==> src/rtl/pifo_pkg.sv <==
// Shared helpers for the PIFO flow-control shim.
// Provides the data-width computation and the counter/pointer width
// helpers used to size occupancy counters and FIFO pointers.
package pifo_pkg;

    // Entry width: metadata sits above the rank field.
    function automatic int calc_dw(input int ptw, input int mtw);
        return ptw + mtw;
    endfunction

    // Width of a counter that must hold values 0..n (never narrower than 1 bit).
    function automatic int cnt_w(input int n);
        return (n < 1) ? 1 : $clog2(n + 1);
    endfunction

    // Width of a pointer that indexes 0..depth-1 (never narrower than 1 bit).
    function automatic int ptr_w(input int depth);
        return (depth < 2) ? 1 : $clog2(depth);
    endfunction

endpackage

==> src/rtl/pifo_flow_ctrl_chk.sv <==
// Run-time checks for the flow-control shim: no push/pop collision,
// no occupancy over/underflow, no write into a full output buffer.
// Ports: clock/reset plus the observed strobes and counters (inputs only).
module pifo_flow_ctrl_chk #(
    parameter int CAPACITY   = 64,
    parameter int OBUF_DEPTH = 4,
    parameter int CW         = 7,
    parameter int OCW        = 3
) (
    input  logic           i_clk,
    input  logic           i_arst_n,
    input  logic           i_push,
    input  logic           i_pop,
    input  logic [CW-1:0]  i_count,
    input  logic           i_obuf_wr,
    input  logic           i_obuf_rd,
    input  logic [OCW-1:0] i_obuf_count
);

    // Sample the protocol invariants on every active edge outside reset.
    always @(posedge i_clk) begin
        if (i_arst_n) begin
            assert (!(i_push && i_pop))
                else $error("pifo_flow_ctrl: push and pop in same cycle");
            assert (!(i_push && (int'(i_count) >= CAPACITY)))
                else $error("pifo_flow_ctrl: push into full PIFO");
            assert (!(i_pop && (i_count == CW'(0))))
                else $error("pifo_flow_ctrl: pop from empty PIFO");
            assert (!(i_obuf_wr && !i_obuf_rd && (int'(i_obuf_count) >= OBUF_DEPTH)))
                else $error("pifo_flow_ctrl: write into full output buffer");
        end
    end

endmodule

==> src/rtl/pifo_obuf.sv <==
// Output buffer: parameterised synchronous FIFO with occupancy output.
// Ports:
//   i_clk, i_arst_n     clock, asynchronous active-low reset
//   i_wr_en, i_wr_data  write strobe and data (ignored when full without a read)
//   i_rd_en             pop the head entry (ignored when empty)
//   o_valid, o_data     head entry (data forced to 0 when empty)
//   o_count             number of stored entries
module pifo_obuf
    import pifo_pkg::*;
#(
    parameter int DEPTH = 4,
    parameter int DW    = 8
) (
    input  logic                      i_clk,
    input  logic                      i_arst_n,
    input  logic                      i_wr_en,
    input  logic [DW-1:0]             i_wr_data,
    input  logic                      i_rd_en,
    output logic                      o_valid,
    output logic [DW-1:0]             o_data,
    output logic [cnt_w(DEPTH)-1:0]   o_count
);

    localparam int AW = ptr_w(DEPTH);
    localparam int CW = cnt_w(DEPTH);

    logic [DW-1:0] r_mem [DEPTH];
    logic [AW-1:0] r_wr_ptr;
    logic [AW-1:0] r_rd_ptr;
    logic [CW-1:0] r_count;
    logic          w_rd;
    logic          w_wr;

    // Qualify strobes: a full buffer still accepts a write when the head leaves.
    always_comb begin
        w_rd = i_rd_en && (r_count != CW'(0));
        w_wr = i_wr_en && ((r_count != CW'(DEPTH)) || w_rd);
    end

    // Head presentation; data is zeroed while empty so nothing stale leaks out.
    always_comb begin
        o_valid = (r_count != CW'(0));
        o_count = r_count;
        if (o_valid) begin
            o_data = r_mem[r_rd_ptr];
        end else begin
            o_data = '0;
        end
    end

    // Storage, pointers and occupancy.
    always_ff @(posedge i_clk or negedge i_arst_n) begin
        if (!i_arst_n) begin
            for (int i = 0; i < DEPTH; i++) begin
                r_mem[i] <= '0;
            end
            r_wr_ptr <= '0;
            r_rd_ptr <= '0;
            r_count  <= '0;
        end else begin
            if (w_wr) begin
                r_mem[r_wr_ptr] <= i_wr_data;
                r_wr_ptr        <= r_wr_ptr + AW'(1);
            end
            if (w_rd) begin
                r_rd_ptr <= r_rd_ptr + AW'(1);
            end
            case ({w_wr, w_rd})
                2'b10:   r_count <= r_count + CW'(1);
                2'b01:   r_count <= r_count - CW'(1);
                default: r_count <= r_count;
            endcase
        end
    end

endmodule

==> src/rtl/pifo_flow_ctrl.sv <==
// Flow-control shim around a PIFO: turns an upstream valid/ready stream
// into single-cycle pushes, issues paced pops only when the output buffer
// has room for the result, and presents results on a valid/ready stream.
// Ports:
//   i_clk, i_arst_n            clock, asynchronous active-low reset
//   i_in_valid/o_in_ready      upstream handshake, i_in_data = {meta, rank}
//   o_push, o_push_data        push strobe/data to the PIFO (same cycle as accept)
//   o_pop, i_pop_data          pop strobe to the PIFO, result POP_LAT cycles later
//   o_out_valid/i_out_ready    downstream handshake, o_out_data = buffer head
//   o_count                    tracked PIFO occupancy
module pifo_flow_ctrl
    import pifo_pkg::*;
#(
    parameter  int PTW        = 8,
    parameter  int MTW        = 0,
    parameter  int CAPACITY   = 64,
    parameter  int POP_GAP    = 1,
    parameter  int POP_LAT    = 1,
    parameter  int OBUF_DEPTH = 4,
    localparam int DW         = calc_dw(PTW, MTW),
    localparam int CW         = cnt_w(CAPACITY)
) (
    input  logic          i_clk,
    input  logic          i_arst_n,
    input  logic          i_in_valid,
    output logic          o_in_ready,
    input  logic [DW-1:0] i_in_data,
    output logic          o_push,
    output logic [DW-1:0] o_push_data,
    output logic          o_pop,
    input  logic [DW-1:0] i_pop_data,
    output logic          o_out_valid,
    input  logic          i_out_ready,
    output logic [DW-1:0] o_out_data,
    output logic [CW-1:0] o_count
);

    localparam int GW  = cnt_w(POP_GAP);
    localparam int LW  = cnt_w(POP_LAT);
    localparam int OCW = cnt_w(OBUF_DEPTH);

    logic               r_live;      // low during and until the first edge after reset
    logic               r_rr_pop;    // 1: pop side has priority on the next conflict
    logic [CW-1:0]      r_count;
    logic [GW-1:0]      r_gap_cnt;
    logic [POP_LAT-1:0] r_lat_pipe;
    logic [LW-1:0]      w_inflight;
    logic [OCW-1:0]     w_obuf_count;
    logic               w_credit_ok;
    logic               w_pop_elig;
    logic               w_obuf_wr;
    logic               w_out_hs;

    // Count pops whose results have not yet reached the output buffer.
    always_comb begin
        w_inflight = '0;
        for (int i = 0; i < POP_LAT; i++) begin
            w_inflight = w_inflight + LW'(r_lat_pipe[i]);
        end
    end

    // Pop eligibility, upstream ready and push/pop arbitration.
    // Buffered plus in-flight results are treated as reserved slots, so a pop
    // is only issued when its result is guaranteed a place to land.
    always_comb begin
        w_credit_ok = (int'(w_obuf_count) + int'(w_inflight)) < OBUF_DEPTH;
        w_pop_elig  = (r_count != CW'(0)) && (int'(r_gap_cnt) >= POP_GAP) && w_credit_ok;
        o_in_ready  = r_live && (int'(r_count) < CAPACITY) && !(w_pop_elig && r_rr_pop);
        o_push      = i_in_valid && o_in_ready;
        o_pop       = w_pop_elig && !o_push;
        o_count     = r_count;
        w_obuf_wr   = r_lat_pipe[POP_LAT-1];
        w_out_hs    = o_out_valid && i_out_ready;
        if (o_push) begin
            o_push_data = i_in_data;
        end else begin
            o_push_data = '0;
        end
    end

    // Occupancy, round-robin priority, pop pacing and the latency pipe.
    always_ff @(posedge i_clk or negedge i_arst_n) begin
        if (!i_arst_n) begin
            r_live     <= 1'b0;
            r_rr_pop   <= 1'b0;
            r_count    <= '0;
            r_gap_cnt  <= GW'(POP_GAP);
            r_lat_pipe <= '0;
        end else begin
            r_live <= 1'b1;
            if (o_push) begin
                if (int'(r_count) < CAPACITY) begin
                    r_count <= r_count + CW'(1);
                end
                r_rr_pop <= 1'b1;
            end else if (o_pop) begin
                if (r_count != CW'(0)) begin
                    r_count <= r_count - CW'(1);
                end
                r_rr_pop <= 1'b0;
            end
            if (o_pop) begin
                r_gap_cnt <= '0;
            end else if (int'(r_gap_cnt) < POP_GAP) begin
                r_gap_cnt <= r_gap_cnt + GW'(1);
            end
            r_lat_pipe[0] <= o_pop;
            for (int i = 1; i < POP_LAT; i++) begin
                r_lat_pipe[i] <= r_lat_pipe[i-1];
            end
        end
    end

    pifo_obuf #(
        .DEPTH (OBUF_DEPTH),
        .DW    (DW)
    ) u_obuf (
        .i_clk     (i_clk),
        .i_arst_n  (i_arst_n),
        .i_wr_en   (w_obuf_wr),
        .i_wr_data (i_pop_data),
        .i_rd_en   (w_out_hs),
        .o_valid   (o_out_valid),
        .o_data    (o_out_data),
        .o_count   (w_obuf_count)
    );

    pifo_flow_ctrl_chk #(
        .CAPACITY   (CAPACITY),
        .OBUF_DEPTH (OBUF_DEPTH),
        .CW         (CW),
        .OCW        (OCW)
    ) u_chk (
        .i_clk        (i_clk),
        .i_arst_n     (i_arst_n),
        .i_push       (o_push),
        .i_pop        (o_pop),
        .i_count      (r_count),
        .i_obuf_wr    (w_obuf_wr),
        .i_obuf_rd    (w_out_hs),
        .i_obuf_count (w_obuf_count)
    );

endmodule
==> config.mk <==
export PLATFORM = sky130hd
export DESIGN_NAME = pifo_flow_ctrl
export DESIGN_NICKNAME = d
export VERILOG_FILES = /design/src/rtl/pifo_pkg.sv /design/src/rtl/pifo_flow_ctrl_chk.sv /design/src/rtl/pifo_obuf.sv /design/src/rtl/pifo_flow_ctrl.sv
export SDC_FILE = /design/constraint.sdc
export NUM_CORES = 1
export LEC_CHECK = 0
export BUFFER_PORTS_ARGS = -buffer_cell sky130_fd_sc_hd__buf_2
export CORE_ASPECT_RATIO = 2
export CORE_MARGIN = 2
export CORE_UTILIZATION = 46
export DETAILED_ROUTE_END_ITERATION = 10
export GPL_ROUTABILITY_DRIVEN = 0
export PLACE_DENSITY = 0.69
export SYNTH_ARGS = -nofsm -noshare
export SYNTH_HDL_FRONTEND = slang
export SYNTH_HIERARCHICAL = 1
export SYNTH_SLANG_ARGS = --single-unit
export TNS_END_PERCENT = 10
==> constraint.sdc <==
create_clock -name i_clk -period 3.7 [get_ports i_clk]
set_input_delay 0.185 -clock i_clk [delete_from_list [all_inputs] [get_ports i_clk]]
set_output_delay 0.185 -clock i_clk [all_outputs]
set_load 0.01 [all_outputs]
Word-level counts from Yosys, hierarchy flattened
Index checks and enable logic that the tools add are counted.
{"block": "totals", "reg_bits": 50, "output_inout_bits": 27, "in_bits": 20}
{"block": "classes", "eq_ne": 4, "n_bitwise": 2, "addsub": 8, "muxes": 17, "magnitude_cmp": 7, "reduce_logical": 21}
{"operator": "8-bit 2-to-1 mux", "n": 5}
{"operator": "32-bit bitwise mux", "n": 1}
{"operator": "7-bit 2-to-1 mux", "n": 4}
{"operator": "8-bit binary-select mux with 2-bit select", "n": 1}
{"operator": "8-bit demux with 2-bit select", "n": 1}
{"operator": "1-bit logical AND", "n": 11}
{"operator": "2-bit nonzero test", "n": 4}
{"operator": "7-bit by 1-bit adder with 7-bit output, second input constant", "n": 1}
{"operator": "7-bit < comparator, second input constant", "n": 1}
{"operator": "7-bit nonzero test", "n": 1}
{"operator": "7-bit by 1-bit subtractor with 7-bit output, second input constant", "n": 1}
{"operator": "3-bit >= comparator, second input constant", "n": 2}
{"operator": "2-bit NOT with 3-bit output", "n": 2}
{"operator": "3-bit one-hot mux with 2 select lines", "n": 1}
{"operator": "2-bit by 1-bit adder with 2-bit output, second input constant", "n": 2}
{"operator": "3-bit by 1-bit adder with 4-bit output", "n": 1}
{"operator": "4-bit by 3-bit < comparator with 1-bit output, second input constant", "n": 1}
{"operator": "1-bit 2-to-1 mux", "n": 4}
{"operator": "3-bit by 1-bit adder with 3-bit output, second input constant", "n": 1}
{"operator": "3-bit by 1-bit < comparator with 1-bit output, second input constant", "n": 1}
{"operator": "3-bit inequality test, second input constant", "n": 1}
{"operator": "3-bit AND reduction", "n": 1}
{"operator": "3-bit nonzero test", "n": 1}
{"operator": "3-bit by 1-bit subtractor with 3-bit output, second input constant", "n": 1}
{"operator": "other kinds (8)", "n": 9}

Depth between registers and ports, before layout
Gate-level depths: netlist of the first run.
{"block": "depth", "depth_word": 11, "ltp_mapped": 11}

By module
Netlist of the first run, hierarchy kept.
{"mod": "pifo_obuf", "area_per_inst_um2": 1850.5, "n_inst": 1, "cells_each": 123}
{"mod": "pifo_flow_ctrl", "area_per_inst_um2": 721.9, "n_inst": 1, "cells_each": 70}

Least setup slack after synthesis of the first run
OpenSTA, ideal clock, no wires.
{"block": "synth_timing", "path_type": "register to register", "from": "register u_obuf.r_count[1], in the netlist u_obuf/o_count[1]", "to": "register u_obuf.r_count[2], in the netlist u_obuf/o_count[2]", "path_stages_with_launch": 12, "slack_ns": 0.843, "arrival_time_ns": 2.778, "path_buffers": 1, "period_less_slack_ns": 2.857, "t_required_ns": 3.621, "cell_sequence": "dfrtp_1 > or3_2 > buf_2 > and2_1 > nor4b_4 > or2b_2 > ha_1 > inv_1 > fa_1 > xor2_1 > nor2_1 > xor2_1"}
{"block": "synth_between", "elab_chain_cells": 7, "elab_cells_between_ends": 12, "cone_classes": "2 x add/sub; 3 x eq/ne; 1 x mux; 6 x reduce/logical"}
{"item": "start: declaration", "line": "pifo_obuf.sv:30", "rtl": "logic [CW-1:0] r_count;"}
{"item": "start signal: assignment", "line": "pifo_obuf.sv:69", "rtl": "2'b10: r_count <= r_count + CW'(1);"}
{"item": "start signal: assignment", "line": "pifo_obuf.sv:70", "rtl": "2'b01: r_count <= r_count - CW'(1);"}
{"item": "start signal: assignment", "line": "pifo_obuf.sv:71", "rtl": "default: r_count <= r_count;"}
{"item": "3-bit nonzero test *", "line": "pifo_obuf.sv:42", "rtl": "o_valid = (r_count != CW'(0));"}
{"item": "named net o_out_valid", "line": "pifo_flow_ctrl.sv:32", "rtl": "output logic o_out_valid,"}
{"item": "1-bit logical AND *", "line": "pifo_flow_ctrl.sv:73", "rtl": "w_out_hs = o_out_valid && i_out_ready;"}
{"item": "named net w_out_hs", "line": "pifo_flow_ctrl.sv:52", "rtl": "logic w_out_hs;"}
{"item": "1-bit logical AND *", "line": "pifo_obuf.sv:36", "rtl": "w_rd = i_rd_en && (r_count != CW'(0));"}
{"item": "1-bit logical OR", "line": "pifo_obuf.sv:37", "rtl": "w_wr = i_wr_en && ((r_count != CW'(DEPTH)) || w_rd);"}
{"item": "1-bit logical AND", "line": "pifo_obuf.sv:37"}
{"item": "2-bit by 1-bit equality test with 1-bit output / 2-bit equality test (equally long branches)", "line": "pifo_obuf.sv:68", "rtl": "case ({w_wr, w_rd})"}
{"item": "3-bit one-hot mux with 2 select lines / 2-bit nonzero test (equally long branches)"}
Mark *: on every way through the listed nets, which the timed path passes. The rest lies on a longest branch.
A chain may end at the register's enable or synchronous reset.

Final worst setup path of the first run
{"block": "layout_timing", "from": "register u_obuf.r_count[0], in the netlist u_obuf/o_count[0]", "to": "register u_obuf.r_count[2], in the netlist u_obuf/o_count[2]"}
{"block": "layout_between", "elab_chain_cells": 7, "elab_cells_between_ends": 12, "cone_classes": "2 x add/sub; 3 x eq/ne; 1 x mux; 6 x reduce/logical"}
{"item": "3-bit nonzero test *", "line": "pifo_obuf.sv:42"}
{"item": "1-bit logical AND *", "line": "pifo_flow_ctrl.sv:73"}
{"item": "named net w_out_hs", "line": "pifo_flow_ctrl.sv:52"}
{"item": "1-bit logical AND *", "line": "pifo_obuf.sv:36"}
{"item": "1-bit logical OR", "line": "pifo_obuf.sv:37"}
{"item": "1-bit logical AND", "line": "pifo_obuf.sv:37"}
{"item": "2-bit by 1-bit equality test with 1-bit output / 2-bit equality test (equally long branches)", "line": "pifo_obuf.sv:68"}
{"item": "3-bit one-hot mux with 2 select lines / 2-bit nonzero test (equally long branches)"}
Marked as above.

==> reports/results.ini, run 1 <==
[timing]
slew_violations=0
setup-tns-final_ps=0
final.setup_skew_ps=5.13
finalSetupViolations=0
slew_headroom=0.528
hold_viol=0
finalCriticalPeriod_ps=3020
holdWs_ps=140
fin_crit_sh=0.815
fmax_mhz=332
tightest_slew_ps=706
rsz0062_at_grt=false

[synthesis]
yosysMostFrequentCell=dfrtp_1
ys_warn_count=6
yosys.area.top_type=dfrtp_1
syn-cell-area_um2=2570
syn_nets=225
ys_ff_latch=50
synthCells=193
synth_common_cells=dfrtp_1, mux2_2, and2_1, ha_1
syn_avg_cell_area_um2=13.3
ys_seq_area_frac=0.487
ys_types=41
synth_edf_count=0
synthFlopType=dfrtp_1
synth-async-reset-ratio=1.00
synth_area_leaders=dfrtp_1, mux2_2, mux4_2, ha_1, and2_1
synth_top_area_frac=0.477

[cells_and_area]
instances_no_fill=304
final_util=0.545
diodes=0
drive_above_1_share=0.480
syn2layout_area_growth_pct=14.8
fin_nets=275

[cts]
cts_resized=0
cts-root-buf=clkbuf_8
htreeDepth=2
path_clk_slew_ps=80
cts_setup_buffers=0
clk_latency_ps=300
cts_sinks=50
tritoncts.num_buffers=5
clock_path_buffers=2
ctsHoldBuffers=1
cts_tree=yes

[power]
power.density_nw_per_um2=933
peakVddDrop_v=0.000492
leakagePower_nw=1.36

[drt]
drt_pass1_iterations=4
vias=1629
wire_per_inst_um=15.5
drc=0
drtAntennaViolNets=0
routed_wl_um=4720
vias_per_cell=5.36
drtIter0Drc=28

[worst_setup_path]
worstPathMaxFanout=12
endpoint_kind=flop
start_kind=flop
cp.required_ps=3930
path_class=reg2reg
arrival_ps=3250

[global_route]
grt_start_max_net_pins=51
antenna_found_initial=0
grtUsageTotal=0.168
grt_pass1_wl_um=7870
grt_pass1_vias=1709
grt-ovfl-total=0

[die]
die_height_um=110
die_w_um=56.9
io_pins=47
rows=38
coreArea_um2=5420
start_util=0.475
dieArea_um2=6240

[worst_hold_path]
hp-class=in2reg

[job]
cap_violations=0

[placed_design]
dp.cells=295
io_buffers=46
dpl.hpwl_um=3520

[run_status]
status=finished clean

==> cell families after synthesis <==
kind of cell | synth area share
AOI/OAI and AO/OA | 0.0408
xor gates and xnor gates | 0.0409
DFF | 0.487
adders and majority gates | 0.0642
other | 0.00146
muxes | 0.224
buffers and inverters | 0.0243
and+or+nand+nor | 0.117
==> flip-flops by register name, summed over array words and instances (netlist names) <==
| name | cells |
|---|---|
| o_count | 7 |
| r_gap_cnt | 1 |
| r_lat_pipe | 1 |
| r_live | 1 |
| r_rr_pop | 1 |
| u_obuf/o_count | 3 |
| u_obuf/r_mem | 32 |
| u_obuf/r_rd_ptr | 2 |
| u_obuf/r_wr_ptr | 2 |
==> per-stage QoR <==
step	power, mW	setup slack [ps]	instance area, um2
after floorplan	2.10	843	2570
after global placement	2.43	747	2850
after detailed placement	2.47	684	2850
after CTS	2.80	655	2950
after global routing	2.99	493	2950
final	2.75	684	2950
==> final timing paths <==
path                                               start                            end  slack [ps]  cells past startpoint
setup / recovery           u_obuf/o_count[0]$_DFFE_PN0P_  u_obuf/o_count[2]$_DFFE_PN0P_         680                     10
min in group asynchronous                       i_arst_n   u_obuf/r_mem[27]$_DFFE_PN0P_         520                      3
max in group asynchronous                       i_arst_n   u_obuf/r_mem[16]$_DFFE_PN0P_        2760                      3
setup reg to reg           u_obuf/o_count[0]$_DFFE_PN0P_  u_obuf/o_count[2]$_DFFE_PN0P_         680                     10
hold reg to reg              u_obuf/r_mem[7]$_DFFE_PN0P_    u_obuf/r_mem[7]$_DFFE_PN0P_         500                      1
hold / removal                             i_pop_data[7]    u_obuf/r_mem[7]$_DFFE_PN0P_         140                      2
==> critical path: stages, from the launching register on <==
cell	delay [ps]
dfrtp_1	450
or3_2	610
and2_1	260
nor4b_4	380
or2b_2	220
ha_1	190
inv_1	60
fa_1	370
xor2_1	150
nor2_1	110
xor2_1	150
==> cell usage in the layout (no fill, tap or decap), types with 3 or more instances in the layout <==
master,synthesis,routed
buf_2,2,46
mux2_2,31,31
o21ai_0,5,5
inv_1,7,7
xnor2_1,7,7
nor2_2,5,5
and2_2,8,8
ha_1,10,10
dfrtp_1,49,49
nand2_1,8,8
xor2_1,5,5
and2_1,10,10
a21oi_1,3,3
clkbuf_8,0,6
mux4_2,8,8
==> area by class of cell <==
cell class | count | area (um2)
Sequential cell | 50 | 1250
Inverter | 8 | 30.0
Clock buffer | 8 | 90.1
Timing Repair Buffer | 48 | 248
Multi-Input combinational cell | 130 | 1260
Fill cell | 485 | 2470
Tap cell | 60 | 75.1
==> per-layer routing <==
layer,vias to the layer above,track usage,wire (um)
li1,765,-,-
met2,47,0.318,2650
met3,7,0.0388,210
met4,0,0.0748,108
met5,-,0,0
met1,810,0.168,1750
==> power breakdown <==
group          internal [mW]  switching, mW  leakage (nW)
Sequential             0.835          0.245         0.585
Clock                  0.153          0.167        0.0455
Combinational          0.773          0.582         0.726
(Power assumes the default switching activity.)
==> run 2, diff against run 1 <==
ABC_AREA = 1   (was not set)
PLACE_DENSITY = 0.68   (was 0.69)
clock period = 2.9 ns   (was 3.7 ns; I/O delays follow)
==> run 2 against run 1 <==
Combinational power up 58%. Global-route usage up 5.7 points. Maximum frequency up 29%. Clock power up 110%. Largest cell class unchanged. Highest routed layer unchanged.
==> reports/results.ini, run 2 <==
[synthesis]
syn_nets=421  ; +87%
syn_avg_cell_area_um2=7.62  ; -43%
synth_edf_count=0  ; unchanged
yosys.area.top_type=dfrtp_1
synthCells=389  ; +100%
yosysMostFrequentCell=nand2_1
synth_top_area_frac=0.414  ; -0.0630
syn-cell-area_um2=2960  ; +15%
synth-async-reset-ratio=1.00  ; unchanged
ys_types=30  ; -27%
ys_warn_count=6  ; unchanged
synth_common_cells=nand2_1, inv_1, dfrtp_1, nand4_1, nand3_1
synthFlopType=dfrtp_1
synth_area_leaders=dfrtp_1, nand2_1, nand4_1, inv_1, ha_1
ys_seq_area_frac=0.423  ; -0.0643
ys_ff_latch=50  ; unchanged

[global_route]
grt-ovfl-total=0  ; unchanged
grt_pass1_vias=2664  ; +56%
antenna_found_initial=0  ; unchanged
grt_start_max_net_pins=40  ; -22%
grt_pass1_wl_um=12100  ; +54%
grtUsageTotal=0.224  ; +0.0568

[timing]
rsz0062_at_grt=false
fin_crit_sh=0.807  ; -0.00801
slew_violations=0  ; unchanged
finalSetupViolations=0  ; unchanged
setup-tns-final_ps=0  ; unchanged
finalCriticalPeriod_ps=2340  ; -675 ps
tightest_slew_ps=570  ; -136 ps
fmax_mhz=427  ; +29%
hold_viol=0  ; unchanged
final.setup_skew_ps=5.11  ; -0.0254 ps
slew_headroom=0.620  ; +0.0927

[drt]
routed_wl_um=7430  ; +58%
drc=0  ; unchanged
drtAntennaViolNets=0  ; unchanged
vias_per_cell=4.98  ; -7.0%
drt_pass1_iterations=4  ; unchanged
vias=2572  ; +58%
drtIter0Drc=113  ; +300%
wire_per_inst_um=14.4  ; -7.2%

[cts]
cts_resized=0  ; unchanged
clk_latency_ps=290  ; about the same
ctsHoldBuffers=1  ; unchanged
cts_tree=yes
cts_setup_buffers=0  ; unchanged
tritoncts.num_buffers=5  ; unchanged
clock_path_buffers=2  ; unchanged
cts_sinks=50  ; unchanged
cts-root-buf=clkbuf_16
htreeDepth=2  ; unchanged
path_clk_slew_ps=60  ; -20 ps

[power]
power.density_nw_per_um2=1210  ; +29%
leakagePower_nw=1.91  ; +41%
peakVddDrop_v=0.000752  ; +53%

[worst_setup_path]
rr_startpoint=o_count[3]$_DFFE_PN0P_
r2r-end=o_count[5]$_DFFE_PN0P_
cp.required_ps=3120  ; -810 ps
path_class=reg2reg
path_cells=inv_1 -> nand2_1 -> nor2_1 -> nand2_1 -> nand3_2 -> nand3_4 -> ha_1 -> nand2_1 -> or2_2 -> nand3_1 -> nand2_1 -> nand2_1 -> nand2_1 -> o21ai_1
critPathMostFrequentCell=nand2_1
worstPathMaxFanout=21  ; +9
r2r_cells=14  ; +4
slowest_delay_ps=480  ; -130 ps
reg2reg_setup_slack_ps=560  ; -120 ps
timing.critical_path.buf_inv=1  ; unchanged
arrival_ps=2560  ; -690 ps
endpoint_kind=flop
worstSetupEndpoint=o_count[5]$_DFFE_PN0P_
cp.depth=14  ; +4
crit_family=simple AND/OR/NAND/NOR gates
crit_start=o_count[3]$_DFFE_PN0P_
start_kind=flop
cp_slowest_cell=ha_1

[die]
dieArea_um2=7140  ; +14%
start_util=0.474  ; -0.000997
coreArea_um2=6260  ; +15%
rows=41  ; +7.9%
die_w_um=60.8  ; +6.8%
die_height_um=118  ; +7.1%
io_pins=47  ; unchanged

[cells_and_area]
drive_above_1_share=0.165  ; -0.314
design_area_um2=3350  ; +14%
mostFrequentLayoutCells=nand2_1, inv_1, dfrtp_1, buf_2, nand4_1
final_common_cell=nand2_1
top_register=u_obuf/r_mem
fin_nets=461  ; +68%
largest_reg_flops=32  ; unchanged
diodes=0  ; unchanged
syn2layout_area_growth_pct=13.2
final_util=0.536  ; -0.00880

[placed_design]
io_buffers=46  ; unchanged
dpl-instance-area_um2=3180  ; +12%
dpl.hpwl_um=5620  ; +60%

[run_status]
status=finished clean

[job]
cap_violations=0  ; unchanged

[worst_hold_path]
hp-class=in2reg

==> run 2: cell count changes in the layout (fill, tap and decap cells not counted), sizes merged, moves of 8 or more <==
cell,before,now
nand2,10,153
and2,18,0
inv,8,54
nand4,0,35
nor2,7,15
a21oi,3,12
mux4,8,0
nand3,1,21
mux2,34,0
==> run 2: power by group <==
group          leakage, nW  switching [mW]  total, mW  internal, mW
clock               0.0781           0.249      0.657         0.408
sequential           0.621           0.232       1.26          1.03
combinational         1.22            1.36       2.13         0.764
==> run 2: logic make-up after synthesis <==
family | after synthesis | synth area share
adder cells (fa/ha/maj) | 12 | 0.0557
AO/OA/AOI/OAI | 21 | 0.0380
flip-flops | 50 | 0.423
XOR/XNOR | 7 | 0.0207
buffers and inverters | 72 | 0.119
AND/OR/NAND/NOR | 226 | 0.343
other | 1 | 0.00127
==> run 2: worst register-to-register path: cells and delay by family (launching register included) <==
family	cells	cell delay [ps]
DFF	1	400
buffers and inverters	1	80
adders and majority gates	1	480
AOI/OAI and AO/OA	1	70
and+or+nand+nor	11	1240
==> run 2: how the worst min path moves through the flow <==
stage	cells after the start	slack, ps	startpoint	end
2_1_floorplan	0	-150	i_arst_n	o_count[0]$_DFFE_PN0P_
3_3_place_gp	1	180	i_arst_n	u_obuf/r_mem[25]$_DFFE_PN0P_
3_5_place_dp	1	180	i_arst_n	u_obuf/r_mem[30]$_DFFE_PN0P_
4_1_cts	3	150	i_pop_data[2]	u_obuf/r_mem[26]$_DFFE_PN0P_
5_1_grt	3	160	i_pop_data[2]	u_obuf/r_mem[18]$_DFFE_PN0P_
6_report	3	150	i_pop_data[2]	u_obuf/r_mem[26]$_DFFE_PN0P_
==> run 2: layer usage <==
metal,track usage,wire length (um),share of wire,vias up
met3,0.0418,272,0.037,16
li1,-,-,-,1301
met4,0.0856,179,0.024,0
met2,0.423,4360,0.59,55
met1,0.223,2620,0.35,1200
met5,0,0,0,-
==> run 2: cell type report <==
class | count | area, um2
fill | 657 | 2900
multi-input combinational | 267 | 1360
sequential | 50 | 1250
timing repair buffer | 51 | 270
inverter | 54 | 203
clock buffer | 7 | 133
tap | 86 | 108
clock inverter | 1 | 30.0
==> run 2: through the flow <==
step	total power, mW	instances	setup WS (ps)	hold slack, ps
6_report	4.04	516	559	148
3_3_place_gp	3.35	507	646	185
4_1_cts	4.08	516	547	146
3_5_place_dp	3.40	507	570	176
2_1_floorplan	2.87	389	710	-151
5_1_grt	4.42	516	315	159
==> run 3, diff against run 2 <==
clock period = 2.3 ns   (was 2.9 ns; I/O delays follow)
==> run 3 against run 2 <==
Sequential cell count unchanged. Clock-buffer cell count down 1. Sequential power up 28%. Final cell count up 2.3%. Global-route usage up 0.56 points. Critical endpoint is now u_obuf/o_count[2]$_DFFE_PN0P_. Largest cell class unchanged. Largest power group unchanged.
==> reports/results.ini, run 3 (same netlist as run 2, synthesis figures left out) <==
[cells_and_area]
mostFrequentLayoutCells=nand2_1, inv_1, buf_2, dfrtp_1, nand4_1
diodes=0  ; unchanged
top_register=u_obuf/r_mem
final_common_cell=nand2_1
seq_area_um2=1260  ; +0.30%
multiInputGateArea_um2=1420  ; +4.7%
final_util=0.558  ; +0.0222
largest_reg_flops=32  ; unchanged
fin_nets=473  ; +2.6%
drive_above_1_share=0.215  ; +0.0498
syn2layout_area_growth_pct=17.9
fill_cells=627  ; -4.6%

[worst_setup_path]
start_kind=flop
crit_family=simple AND/OR/NAND/NOR gates
arrival_ps=2360  ; -200 ps
path_cells=nor2_4 -> nand2_2 -> nand2_1 -> inv_1 -> nor2_2 -> nand2_2 -> nand2_1 -> ha_2 -> inv_1 -> fa_1 -> nand2_1 -> nand3_1 -> xor2_1
cp_slowest_cell=dfrtp_2
slowest_delay_ps=440  ; -40 ps
cp.required_ps=2470  ; -650 ps
critPathMostFrequentCell=nand2_1
timing.critical_path.buf_inv=2  ; +1
path_class=reg2reg
endpoint_kind=flop
worstPathMaxFanout=4  ; -81%

[global_route]
grt_pass1_wl_um=12400  ; +2.7%
grt_pass1_vias=2706  ; +1.6%
antenna_found_initial=0  ; unchanged
grt-ovfl-total=0  ; unchanged
grtUsageTotal=0.230  ; +0.00560
grt_start_max_net_pins=51  ; +28%

[cts]
tritoncts.num_buffers=5  ; unchanged
htreeDepth=2  ; unchanged
cts_tree=yes
clock_path_buffers=2  ; unchanged
cts-root-buf=clkbuf_16
cts_sinks=50  ; unchanged
clk_latency_ps=290  ; about the same
path_clk_slew_ps=70  ; about the same

[power]
peakVddDrop_v=0.000830  ; +10%
power.density_nw_per_um2=1530  ; +27%
total_power_mw=5.33  ; +32%
leakagePower_nw=1.96  ; +2.5%

[placed_design]
io_buffers=46  ; unchanged
preCtsSetupSlack_ps=10.6  ; -559 ps
dpl.hpwl_um=5650  ; +0.59%

[timing]
finalSetupViolations=0  ; unchanged
tightest_slew_ps=641  ; +71.1 ps
slew_headroom=0.573  ; -0.0474
final.setup_skew_ps=5.26  ; +0.152 ps
finalCriticalPeriod_ps=2180  ; -156 ps
hold_viol=0  ; unchanged
fmax_mhz=458  ; +7.1%
slew_violations=0  ; unchanged
fin_crit_sh=0.950  ; +0.143
fin_ws_ps=115  ; -444 ps

[run_status]
status=finished clean

[drt]
drtAntennaViolNets=0  ; unchanged
drtIter0Drc=200  ; +77%
vias_per_cell=5.12  ; +2.7%
drt_pass1_iterations=4  ; unchanged
routed_wl_um=7810  ; +5.2%
wire_per_inst_um=14.8  ; +2.8%
drc=0  ; unchanged
vias=2704  ; +5.1%

[die]
dieArea_um2=7140  ; unchanged
die_w_um=60.8  ; unchanged
die_height_um=118  ; unchanged
start_util=0.474  ; unchanged
coreArea_um2=6260  ; unchanged
rows=41  ; unchanged
io_pins=47  ; unchanged

[job]
cap_violations=0  ; unchanged

[worst_hold_path]
hp-class=in2reg

[run 3: cell types whose count changed in the layout (fill, tap and decap cells not counted), moves of 2 or more]
| cell | before | now |
|---|---|---|
| dfrtp_1 | 49 | 46 |
| clkbuf_1 | 2 | 0 |
| dfrtp_2 | 0 | 3 |
| ha_1 | 10 | 6 |
| buf_4 | 4 | 15 |
| ha_4 | 0 | 3 |
[run 3: worst reg2reg max path, cell delays in order (launching register included)]
cell and delay (ps):
dfrtp_2 440, nor2_4 130, nand2_2 90, nand2_1 70, inv_1 50, nor2_2 110
nand2_2 60, nand2_1 100, ha_2 200, inv_1 70, fa_1 400, nand2_1 100
nand3_1 100, xor2_1 150
[run 3: layout make-up]
type	instances	area share
multi-input cells	268	0.407
clock inverters	2	0.00358
repair buffers	62	0.101
flip-flops and latches	50	0.360
clock buffers	6	0.0398
inverters	54	0.0580
well taps	86	0.0308
[run 3: worst paths after layout]
| check | from | to | slack [ps] | cells after the start |
|---|---|---|---|---|
| setup / recovery | u_obuf/o_count[0]$_DFFE_PN0P_ | u_obuf/o_count[2]$_DFFE_PN0P_ | 120 | 13 |
| hold / removal | i_pop_data[1] | u_obuf/r_mem[9]$_DFFE_PN0P_ | 120 | 3 |
| setup reg to reg | u_obuf/o_count[0]$_DFFE_PN0P_ | u_obuf/o_count[2]$_DFFE_PN0P_ | 120 | 13 |
| hold reg to reg | u_obuf/r_mem[25]$_DFFE_PN0P_ | u_obuf/r_mem[25]$_DFFE_PN0P_ | 470 | 2 |
| max in group asynchronous | i_arst_n | o_count[1]$_DFFE_PN0P_ | 1370 | 3 |
| min in group asynchronous | i_arst_n | u_obuf/r_wr_ptr[0]$_DFFE_PN0P_ | 460 | 3 |
[run 3: metal layers]
metal	vias up	global-route usage	routed length, um
li1	1334	-	-
met1	1291	0.243	2780
met2	67	0.423	4660
met3	12	0.0341	222
met4	0	0.0938	144
met5	-	0	0
[run 3: where the power goes]
group / internal (mW) / total (mW) / leakage (nW) / switching [mW]
registers: 1.30 / 1.61 / 0.618 / 0.308
clock network: 0.431 / 0.757 / 0.0729 / 0.326
logic: 1.14 / 2.96 / 1.27 / 1.82
[run 3: per-stage QoR]
stage	setup TNS, ps	hold slack, ps	instance area (um2)	cells
2_1_floorplan	0	-181	2960	389
3_3_place_gp	0	274	3220	512
3_5_place_dp	0	270	3220	512
4_1_cts	0	123	3380	521
5_1_grt	-62.9	123	3490	528
6_report	0	122	3490	528
[run 3: what timing repair did]
item / 4_1_cts / 5_1_grt
resized for setup: 0 / 13
endpoints found under the setup margin: 0 / 5
buffers inserted: 0 / 6
hold endpoints to repair: 49 / 0
hold buffers: 1 / 0
